## src/rtl/sync_sequencer_pkg.sv

```systemverilog
// Shared definitions for the shot sequencer and pulse channel: FSM states,
// the 36-bit slot entry layout, and the default o_sync high time.
package sync_sequencer_pkg;

   localparam int SYNC_WIDTH_DEF = 4;

   typedef enum logic [1:0] {
      S_IDLE = 2'd0,
      S_LOAD = 2'd1,
      S_SYNC = 2'd2,
      S_WAIT = 2'd3
   } seq_state_t;

   // Field order fixes the bit offsets: hit[7:0], gnd[15:8], count[19:16], hush[35:20].
   typedef struct packed {
      logic [15:0] hush_len;
      logic [3:0]  pulse_count;
      logic [7:0]  gnd_len;
      logic [7:0]  hit_len;
   } slot_entry_t;

   localparam int ENTRY_W = $bits(slot_entry_t);

   function automatic logic [4:0] clamp_slot_count(input logic [4:0] cnt, input int max_slots);
      if (cnt == 5'd0) return 5'd1;
      if (int'(cnt) > max_slots) return 5'(max_slots);
      return cnt;
   endfunction

endpackage

```

## src/rtl/sync_slot_table.sv

```systemverilog
// Shadow/active parameter tables: shadow is written by config, bulk-copied to
// active on request; combinational read of either table.
module sync_slot_table
   import sync_sequencer_pkg::*;
#(
   parameter int NUM_SLOTS = 8,
   localparam int AW = $clog2(NUM_SLOTS)
) (
   input  logic          hi_clk,
   input  logic          rst_n,
   input  logic          wr_en,
   input  logic [AW-1:0] wr_addr,
   input  slot_entry_t   wr_data,
   input  logic          copy,
   input  logic [AW-1:0] rd_addr,
   input  logic          rd_shadow,
   output slot_entry_t   rd_data
);

   slot_entry_t shadow [NUM_SLOTS];
   slot_entry_t active [NUM_SLOTS];

   // The copy samples shadow before this edge's write lands, so a same-tick write misses it.
   always_ff @(posedge hi_clk or negedge rst_n) begin
      if (!rst_n) begin
         for (int i = 0; i < NUM_SLOTS; i++) begin
            shadow[i] <= '0;
            active[i] <= '0;
         end
      end else begin
         if (wr_en) shadow[wr_addr] <= wr_data;
         if (copy) begin
            for (int i = 0; i < NUM_SLOTS; i++) active[i] <= shadow[i];
         end
      end
   end

   assign rd_data = rd_shadow ? shadow[rd_addr] : active[rd_addr];

endmodule

```

## src/rtl/sync_sequencer.sv

```systemverilog
// Periodic shot sequencer: walks per-shot parameter slots, registers each slot's
// parameters one tick ahead of an o_sync pulse, applies table commits on frame boundaries.
module sync_sequencer
   import sync_sequencer_pkg::*;
#(
   parameter int NUM_SLOTS  = 8,
   parameter int SYNC_WIDTH = SYNC_WIDTH_DEF,
   localparam int AW = $clog2(NUM_SLOTS)
) (
   input  logic          hi_clk,
   input  logic          rst_n,
   input  logic          i_enable,
   input  logic [23:0]   i_period,
   input  logic [4:0]    i_slot_count,
   input  logic          i_cfg_we,
   input  logic [AW-1:0] i_cfg_addr,
   input  logic [35:0]   i_cfg_data,
   input  logic          i_cfg_commit,
   output logic          o_sync,
   output logic [7:0]    o_hit_len,
   output logic [7:0]    o_gnd_len,
   output logic [3:0]    o_pulse_count,
   output logic [15:0]   o_hush_len,
   output logic [AW-1:0] o_slot,
   output logic          o_frame_start,
   output logic          o_commit_ack
);

   localparam logic [23:0] MIN_PERIOD = 24'(SYNC_WIDTH + 2);
   localparam logic [23:0] SYNC_LAST  = 24'(SYNC_WIDTH);

   seq_state_t  state;
   logic [23:0] tick_cnt;
   logic [23:0] period_q;
   logic [AW-1:0] next_slot;
   logic [AW-1:0] load_slot;
   logic [4:0]  frame_len;
   logic [4:0]  frame_len_eff;
   logic [4:0]  slot_inc;
   logic        pending;
   logic        boundary;
   logic        period_end;
   logic        load_now;
   logic        take_commit;
   slot_entry_t entry;
   slot_entry_t cfg_entry;

   assign cfg_entry = i_cfg_data;

   always_comb begin
      load_slot     = (state == S_IDLE) ? '0 : next_slot;
      boundary      = (load_slot == '0);
      period_end    = (state == S_WAIT) && (tick_cnt == period_q - 24'd1);
      load_now      = i_enable && ((state == S_IDLE) || period_end);
      take_commit   = load_now && boundary && pending;
      frame_len_eff = boundary ? clamp_slot_count(i_slot_count, NUM_SLOTS) : frame_len;
      slot_inc      = 5'(load_slot) + 5'd1;
   end

   sync_slot_table #(.NUM_SLOTS(NUM_SLOTS)) u_table (
      .hi_clk    (hi_clk),
      .rst_n     (rst_n),
      .wr_en     (i_cfg_we),
      .wr_addr   (i_cfg_addr),
      .wr_data   (cfg_entry),
      .copy      (take_commit),
      .rd_addr   (load_slot),
      .rd_shadow (take_commit),
      .rd_data   (entry)
   );

   // Parameters are registered on the edge entering LOAD, so they lead the o_sync rise by one tick.
   always_ff @(posedge hi_clk or negedge rst_n) begin
      if (!rst_n) begin
         state         <= S_IDLE;
         tick_cnt      <= '0;
         period_q      <= '0;
         next_slot     <= '0;
         frame_len     <= '0;
         pending       <= 1'b0;
         o_sync        <= 1'b0;
         o_hit_len     <= '0;
         o_gnd_len     <= '0;
         o_pulse_count <= '0;
         o_hush_len    <= '0;
         o_slot        <= '0;
         o_frame_start <= 1'b0;
         o_commit_ack  <= 1'b0;
      end else begin
         o_frame_start <= 1'b0;
         o_commit_ack  <= 1'b0;

         // A commit landing on the applying edge stays pending for the next frame.
         if (take_commit) begin
            pending      <= i_cfg_commit;
            o_commit_ack <= 1'b1;
         end else if (i_cfg_commit) begin
            pending <= 1'b1;
         end

         if (load_now) begin
            state         <= S_LOAD;
            tick_cnt      <= '0;
            o_slot        <= load_slot;
            o_hit_len     <= entry.hit_len;
            o_gnd_len     <= entry.gnd_len;
            o_pulse_count <= entry.pulse_count;
            o_hush_len    <= entry.hush_len;
            frame_len     <= frame_len_eff;
            next_slot     <= (slot_inc == frame_len_eff) ? '0 : slot_inc[AW-1:0];
         end else begin
            case (state)
               S_LOAD: begin
                  state         <= S_SYNC;
                  o_sync        <= 1'b1;
                  o_frame_start <= (o_slot == '0);
                  tick_cnt      <= tick_cnt + 24'd1;
                  period_q      <= (i_period < MIN_PERIOD) ? MIN_PERIOD : i_period;
               end
               S_SYNC: begin
                  tick_cnt <= tick_cnt + 24'd1;
                  if (tick_cnt == SYNC_LAST) begin
                     state  <= S_WAIT;
                     o_sync <= 1'b0;
                  end
               end
               S_WAIT: begin
                  if (period_end) state <= S_IDLE;
                  else            tick_cnt <= tick_cnt + 24'd1;
               end
               default: ;
            endcase
         end
      end
   end

endmodule

```

## config.mk

```make
export PLATFORM = sky130hd
export DESIGN_NAME = sync_sequencer
export DESIGN_NICKNAME = d
export VERILOG_FILES = /design/src/rtl/sync_sequencer_pkg.sv /design/src/rtl/sync_slot_table.sv /design/src/rtl/sync_sequencer.sv
export SDC_FILE = /design/constraint.sdc
export NUM_CORES = 1
export LEC_CHECK = 0
export ABC_AREA = 0
export BUFFER_PORTS_ARGS = -buffer_cell sky130_fd_sc_hd__buf_4
export CAP_MARGIN = 30
export CORE_MARGIN = 5
export CORE_UTILIZATION = 30
export DETAILED_ROUTE_END_ITERATION = 8
export GPL_ROUTABILITY_DRIVEN = 0
export HOLD_SLACK_MARGIN = 0.02
export RECOVER_POWER = 50
export SKIP_LAST_GASP = 1
export SLEW_MARGIN = 10
export SYNTH_ARGS = -nofsm -noshare
export SYNTH_HDL_FRONTEND = slang
export SYNTH_HIERARCHICAL = 1
export SYNTH_SLANG_ARGS = --single-unit
```

## constraint.sdc

```tcl
create_clock -name hi_clk -period 9.9 [get_ports hi_clk]
set_clock_uncertainty 0.15 [all_clocks]
set_input_delay 1.98 -clock hi_clk [delete_from_list [all_inputs] [get_ports hi_clk]]
set_output_delay 1.98 -clock hi_clk [all_outputs]
set_load 0.05 [all_outputs]
```

==> results of run 1 <==
==> power breakdown <==
part | internal (uW) | leakage, uW | total, uW | switching [uW]
sequential | 3740 | 0.00830 | 4390 | 648
clock | 1500 | 0.00114 | 2640 | 1140
combinational | 2030 | 0.00532 | 3840 | 1810
total | 7280 | 0.0148 | 10900 | 3600
==> final timing paths <==
kind	endpoint	slack (ns)	cells past startpoint	start
worst min register to register	o_frame_start	0.32	1	o_slot[2]
worst max register to register	u_table/active[132]	3.70	13	period_q[0]
max in group hi_clk	u_table/active[132]	3.70	13	period_q[0]
worst max-delay path	u_table/active[283]	3.51	3	rst_n
min in group asynchronous	o_slot[0]	1.24	1	rst_n
worst min-delay path	o_frame_start	0.32	1	o_slot[2]
==> stage by stage <==
| stage | std cells | util (%) |
|---|---|---|
| 6_report | 3582 | 34.5 |
| 3_5_place_dp | 3447 | 32.3 |
| 5_1_grt | 3580 | 34.5 |
| 4_1_cts | 3578 | 34.6 |
| 3_3_place_gp | 3446 | 32.3 |
| 2_1_floorplan | 2060 | - |
==> per-layer routing <==
| layer | wire length, um | global-route usage, % | up-vias | share of wire [%] |
|---|---|---|---|---|
| li1 | - | - | 7942 | - |
| met3 | 3730 | 3.06 | 104 | 4.9 |
| met4 | 1300 | 3.02 | 8 | 1.7 |
| met2 | 36400 | 22.2 | 340 | 48 |
| met1 | 34500 | 18.7 | 9851 | 45 |
| met5 | 57 | 0 | - | 0.075 |
==> cells in the mapped netlist (5+ instances only) <==
library cell,count
a21o_1,5
a21oi_1,29
a22oi_1,73
and3_1,8
buf_1,5
buf_2,68
buf_4,12
buf_6,9
clkbuf_1,42
dfrtp_1,677
ha_1,9
inv_1,16
mux2_1,73
mux2_2,566
mux4_2,144
nand2_1,62
nand2b_1,9
nand3_1,17
nand4_1,16
nor2_1,26
nor2b_1,5
nor3_1,11
nor4_1,13
o21ai_0,11
o21ai_1,11
o31ai_1,16
or3_1,14
or4_1,15
xnor2_1,15
xor2_1,20
==> layout make-up <==
cell class,count,share of cell area [%]
sequential,677,47.5
tap,1380,4.84
antenna,2,0.0140
multi-input combinational,1230,37.8
clock buffer,104,5.90
inverter,16,0.204
timing repair buffer,146,3.04
clock inverter,27,0.727
==> cell usage in the layout (no fill, tap or decap), drive strengths merged, types with 8 or more instances in the layout <==
cell type  instances
mux2             639
nand2b            10
xnor2             15
and3               8
mux4             144
o21ai             23
a22oi             73
nand3             17
or3               14
a21oi             29
clkinv            20
ha                 9
dfrtp            677
nor3              13
inv               17
o31ai             16
nand4             18
buf              131
xor2              20
clkbuf           119
nand2             62
nor2              26
or4               15
nor4              14
==> critical path: cells and delay by family <==
family | cells | cell delay, ns
buffers and inverters | 3 | 4.03
==> kinds of logic after synthesis <==
kind of cell | count (synthesis) | synth area share, %
compound gates | 175 | 3.91
xor+xnor | 35 | 0.985
fa+ha+maj | 9 | 0.362
buf+inv | 153 | 2.49
flops | 677 | 54.5
mux | 787 | 33.7
simple gates | 224 | 4.12
==> sequential cells by signal, summed over array words and instances, names as in the netlist, 3 cells and up <==
signal / flops
u_table/active: 288
u_table/shadow: 288
period_q: 24
tick_cnt: 24
o_hush_len: 16
o_gnd_len: 8
o_hit_len: 8
frame_len: 5
o_pulse_count: 4
next_slot: 3
o_slot: 3
==> summary.txt, run 1 <==
Cell Pwr Density -> 305 mW/mm2
Fraction of layout cells with a size suffix above 1 -> 44.8%
Die area -> 0.110 mm2
Synth top area share -> 54.5%
Fillers -> 9870
GRT Overall Usage -> 13.6%
VDD IR-drop max -> 186 uV
Relative slew margins -> -158%
Yosys reg bits -> 677
Synth unique cells -> 65
Synth area leaders -> dfrtp_1 54%, mux2_2 20%, mux4_2 10%
CP Class -> in2async
DRC viols -> 0
Synth area leader -> dfrtp_1
Worst-Margin Slew -> 3.87 ns
Register area share after synthesis -> 54.5%
Area occupied by multi-input gates -> 0.0135 mm2
Mapped Nets -> 2142
Initial core utilization -> 30.1%
Worst Hold Class -> reg2reg
CP Launch Type -> primary input
Vias in the first global route -> 20100
First-pass GRT wire length -> 120 mm
Area grow syn2layout -> 14.6%
Postcts setup bufs -> 0
Tot Pwr -> 10900 uW
Die width -> 332 um
WP data arrival -> 6.21 ns
Total core area -> 0.103 mm2
Final Setup Violations -> 0
CTS tree -> built
I/O pin total -> 115
Area post-placement -> 0.0334 mm2
Nets -> 2225
Post-synth EDFFs -> 0
Pleak -> 0.0148 uW
H-Tree Level Count -> 3
Crit share post-route -> 64.6%
Most used cell, CP -> clkbuf_1
Synth Flop Type -> dfrtp_1
Largest net degree at the start of global routing -> 181
Clk root buf -> clkbuf_16
Num CTS Buffers -> 72
Via count -> 18200
Syn Area/Cell -> 15.1 um2
Cell area after synthesis -> 0.0311 mm2
Crit path time final -> 6.39 ns
Drt via density -> 5.09
Total gr overflow -> 0
Critical path, cell by cell -> buf_8, clkbuf_1, clkbuf_1
Initial antenna violation count -> 5
Ys async rst share -> 100%
Maximum clock frequency -> 156 MHz
Worst setup margin -> 3.51 ns
Max-cap viol count -> 12
Failing checks -> capacitance limit, slew limit
Rows -> 118
Ys Warns -> 6
Worst-path clk slew -> 0.06 ns
Post-DP HPWL -> 44.5 mm
Setup TNS -> 0 ns
Post-DRT Antenna Nets -> 0
RSZ-0062 raised after global routing -> no
Post-route cell area -> 0.0356 mm2
CTS-repair resized insts -> 0
Slowest CP cell -> clkbuf_1
Reg area -> 0.0169 mm2
WL/cell -> 21.2 um
Initial drt markers -> 1143
Setup Slack @ Placement -> 3.79 ns
Crit path max fanout -> 109
Hold WS -> 0.318 ns
Max-slew violations -> 757
Post-synthesis instance total -> 2060
Buffers on Ports -> 114
WP data required -> 9.72 ns
Crit path largest cell delay -> 2.39 ns
Die Ht -> 332 um
CTS Sinks -> 677
Hold-fix buffers, CTS -> 0
Routed WL -> 76.0 mm
First drt pass iteration count -> 5
Critical Path End Type -> async pin
Clock Path Buffers -> 3
Clock latency on the worst-skew pair -> 0.63 ns
Status -> finished, violations left
Hold Vio Cnt, Final -> 0
Note: power is estimated with default switching activity, not from simulation.
==> run 2: changes to the inputs <==
Clock period 9.9 ns to 6.6 ns, I/O delays scaled along.
==> run 2 against run 1 <==
- the flow still finishes with violations (capacitance limit, slew limit)
- critical path depth increased by 10
- clock power increased by 54%
- die area unchanged
- cell count about the same
- critical path type is now reg2reg
- largest power group unchanged
- hold slack improved by 0.014 ns
==> summary.txt, run 2 (synthesis gave the netlist of run 1 again) <==
Clock latency on the worst-skew pair -> 0.62 ns
CTS Sinks -> 677
Num CTS Buffers -> 73
Hold-fix buffers, CTS -> 0
CTS-repair resized insts -> 0
Commonest cells after routing, fill and taps aside -> 677 x dfrtp_1, 565 x mux2_2, 144 x mux4_2
VDD IR-drop max -> 322 uV
Crit path largest cell delay -> 0.61 ns
Die width -> 332 um
Critical path, cell by cell -> inv_1, ha_1, nor3b_2, nand4_2, or4_1, a22oi_1, and4_1, nand4_1, o21bai_1, and3_4, buf_4, buf_4, mux2_2
Status -> finished, violations left
Crit path time final -> 5.31 ns
GRT Overall Usage -> 13.8%
Clk pwr share -> 24.7%
Initial antenna violation count -> 6
CP Buf/Inv Count -> 3
Most used cell, CP -> buf_4
Clock Path Buffers -> 3
Worst setup endpoint -> u_table/active[45]
Hold WS -> 0.332 ns
Area grow syn2layout -> 14.8%
Via count -> 18300
Initial core utilization -> 30.1%
Crit path max fanout -> 48
CP Class -> reg2reg
Failing checks -> capacitance limit, slew limit
Drt via density -> 5.12
First drt pass iteration count -> 4
Tot Pwr -> 16500 uW
Die Ht -> 332 um
R2R setup slack -> 1.29 ns
Post-route cell area -> 0.0357 mm2
Area post-placement -> 0.0334 mm2
Hold Vio Cnt, Final -> 0
Max-cap viol count -> 8
Worst-path clk slew -> 0.06 ns
Kind of cell adding the most delay to the critical path -> simple AND/OR/NAND/NOR gates
Worst Hold Class -> reg2reg
DRC viols -> 0
Total gr overflow -> 0
Stages on worst setup path -> 13
Post-DP HPWL -> 45.0 mm
CP Launch Type -> flip-flop
Worst flop-to-flop path startpoint -> period_q[0]
Final Setup Violations -> 0
Buffers on Ports -> 114
Rows -> 118
Worst-Margin Slew -> 3.82 ns
I/O pin total -> 115
Top Registers -> u_table/active (288), u_table/shadow (288)
WP data arrival -> 5.67 ns
Switch share -> 33.1%
Relative slew margins -> -155%
Post-Layout Cell Count -> 3579
Largest net degree at the start of global routing -> 177
Reg2Reg Depth -> 13
First-pass GRT wire length -> 122 mm
Placed Instances -> 3449
WL/cell -> 21.5 um
Part of the power in combinational logic -> 35.2%
Setup TNS -> 0 ns
Pleak -> 0.0148 uW
Max-slew violations -> 299
Slowest CP cell -> buf_4
Cell Pwr Density -> 461 mW/mm2
RR Endpoint -> u_table/active[45]
Clk root buf -> clkbuf_16
Routed WL -> 76.8 mm
H-Tree Level Count -> 3
Fillers -> 9790
Die area -> 0.110 mm2
Critical Path End Type -> flip-flop
Cell internal pwr -> 11000 uW
Nets -> 2226
NetSw -> 5440 uW
Postcts setup bufs -> 0
Post-DRT Antenna Nets -> 0
Commonest non-fill, non-tap cell in the layout -> dfrtp_1
Vias in the first global route -> 20000
WP data required -> 6.96 ns
Initial drt markers -> 1262
Total core area -> 0.103 mm2
Fraction of layout cells with a size suffix above 1 -> 44.7%
Crit share post-route -> 80.5%
RSZ-0062 raised after global routing -> no
Maximum clock frequency -> 188 MHz
Reg power frac -> 40.1%
Worst Setup SP -> period_q[0]
CTS tree -> built
[run 2: cell types whose count changed in the layout (fill, tap and decap cells not counted), moves of 2 or more]
cell and delta:
bufinv_16 +2, clkbuf_2 -2, buf_4 +2, clkbuf_1 -4
clkinvlp_4 -5, buf_12 +4
[run 2: worst register-to-register path: stages (launching register included)]
cell	delay, ns
dfrtp_1	0.41
inv_1	0.09
ha_1	0.21
nor3b_2	0.29
nand4_2	0.28
or4_1	0.59
a22oi_1	0.17
and4_1	0.20
nand4_1	0.14
o21bai_1	0.41
and3_4	0.59
buf_4	0.57
buf_4	0.63
mux2_2	0.48
[run 2: worst min path at each step]
| stage | startpoint | endpoint | slack [ns] | cells past startpoint |
|---|---|---|---|---|
| global placement | frame_len[1] | frame_len[1] | 0.32 | 1 |
| global route | frame_len[1] | frame_len[1] | 0.35 | 1 |
| finish | pending | pending | 0.33 | 1 |
| floorplan | pending | pending | 0.29 | 1 |
| detailed placement | frame_len[1] | frame_len[1] | 0.32 | 1 |
| CTS | pending | pending | 0.33 | 1 |
[run 2: metrics by stage]
step | utilization (%) | setup slack (ns)
2_1_floorplan | - | 2.68
3_3_place_gp | 32.3 | 1.42
3_5_place_dp | 32.4 | 1.31
4_1_cts | 34.7 | 1.31
5_1_grt | 34.6 | 0.965
6_report | 34.6 | 1.29
[run 2: area by class of cell]
cell class                      instances  area [um2]  area share [%]
Multi-Input combinational cell       1230       13400            37.6
Clock inverter                         23         263           0.736
Timing Repair Buffer                  146        1150            3.23
Sequential cell                       677       16900            47.4
Clock buffer                          105        2130            5.96
Antenna cell                            2        5.00          0.0140
Tap cell                             1380        1730            4.83
Inverter                               16        72.6           0.203
[run 2: power groups by stage]
stage	clock, uW	sequential (uW)	combinational [uW]
finish	4060	6600	5790
global route	4360	6790	6290
CTS	4190	6610	5860
detailed placement	0	6670	5840
global placement	0	6550	5670
floorplan	0	6600	4260
[run 2: routing by layer]
metal	track usage [%]	part of all wire, %	vias to the layer above
li1	-	-	7961
met3	3.07	4.9	114
met4	3.68	2.3	8
met1	19.0	46	9856
met5	0	0.074	-
met2	22.1	47	375
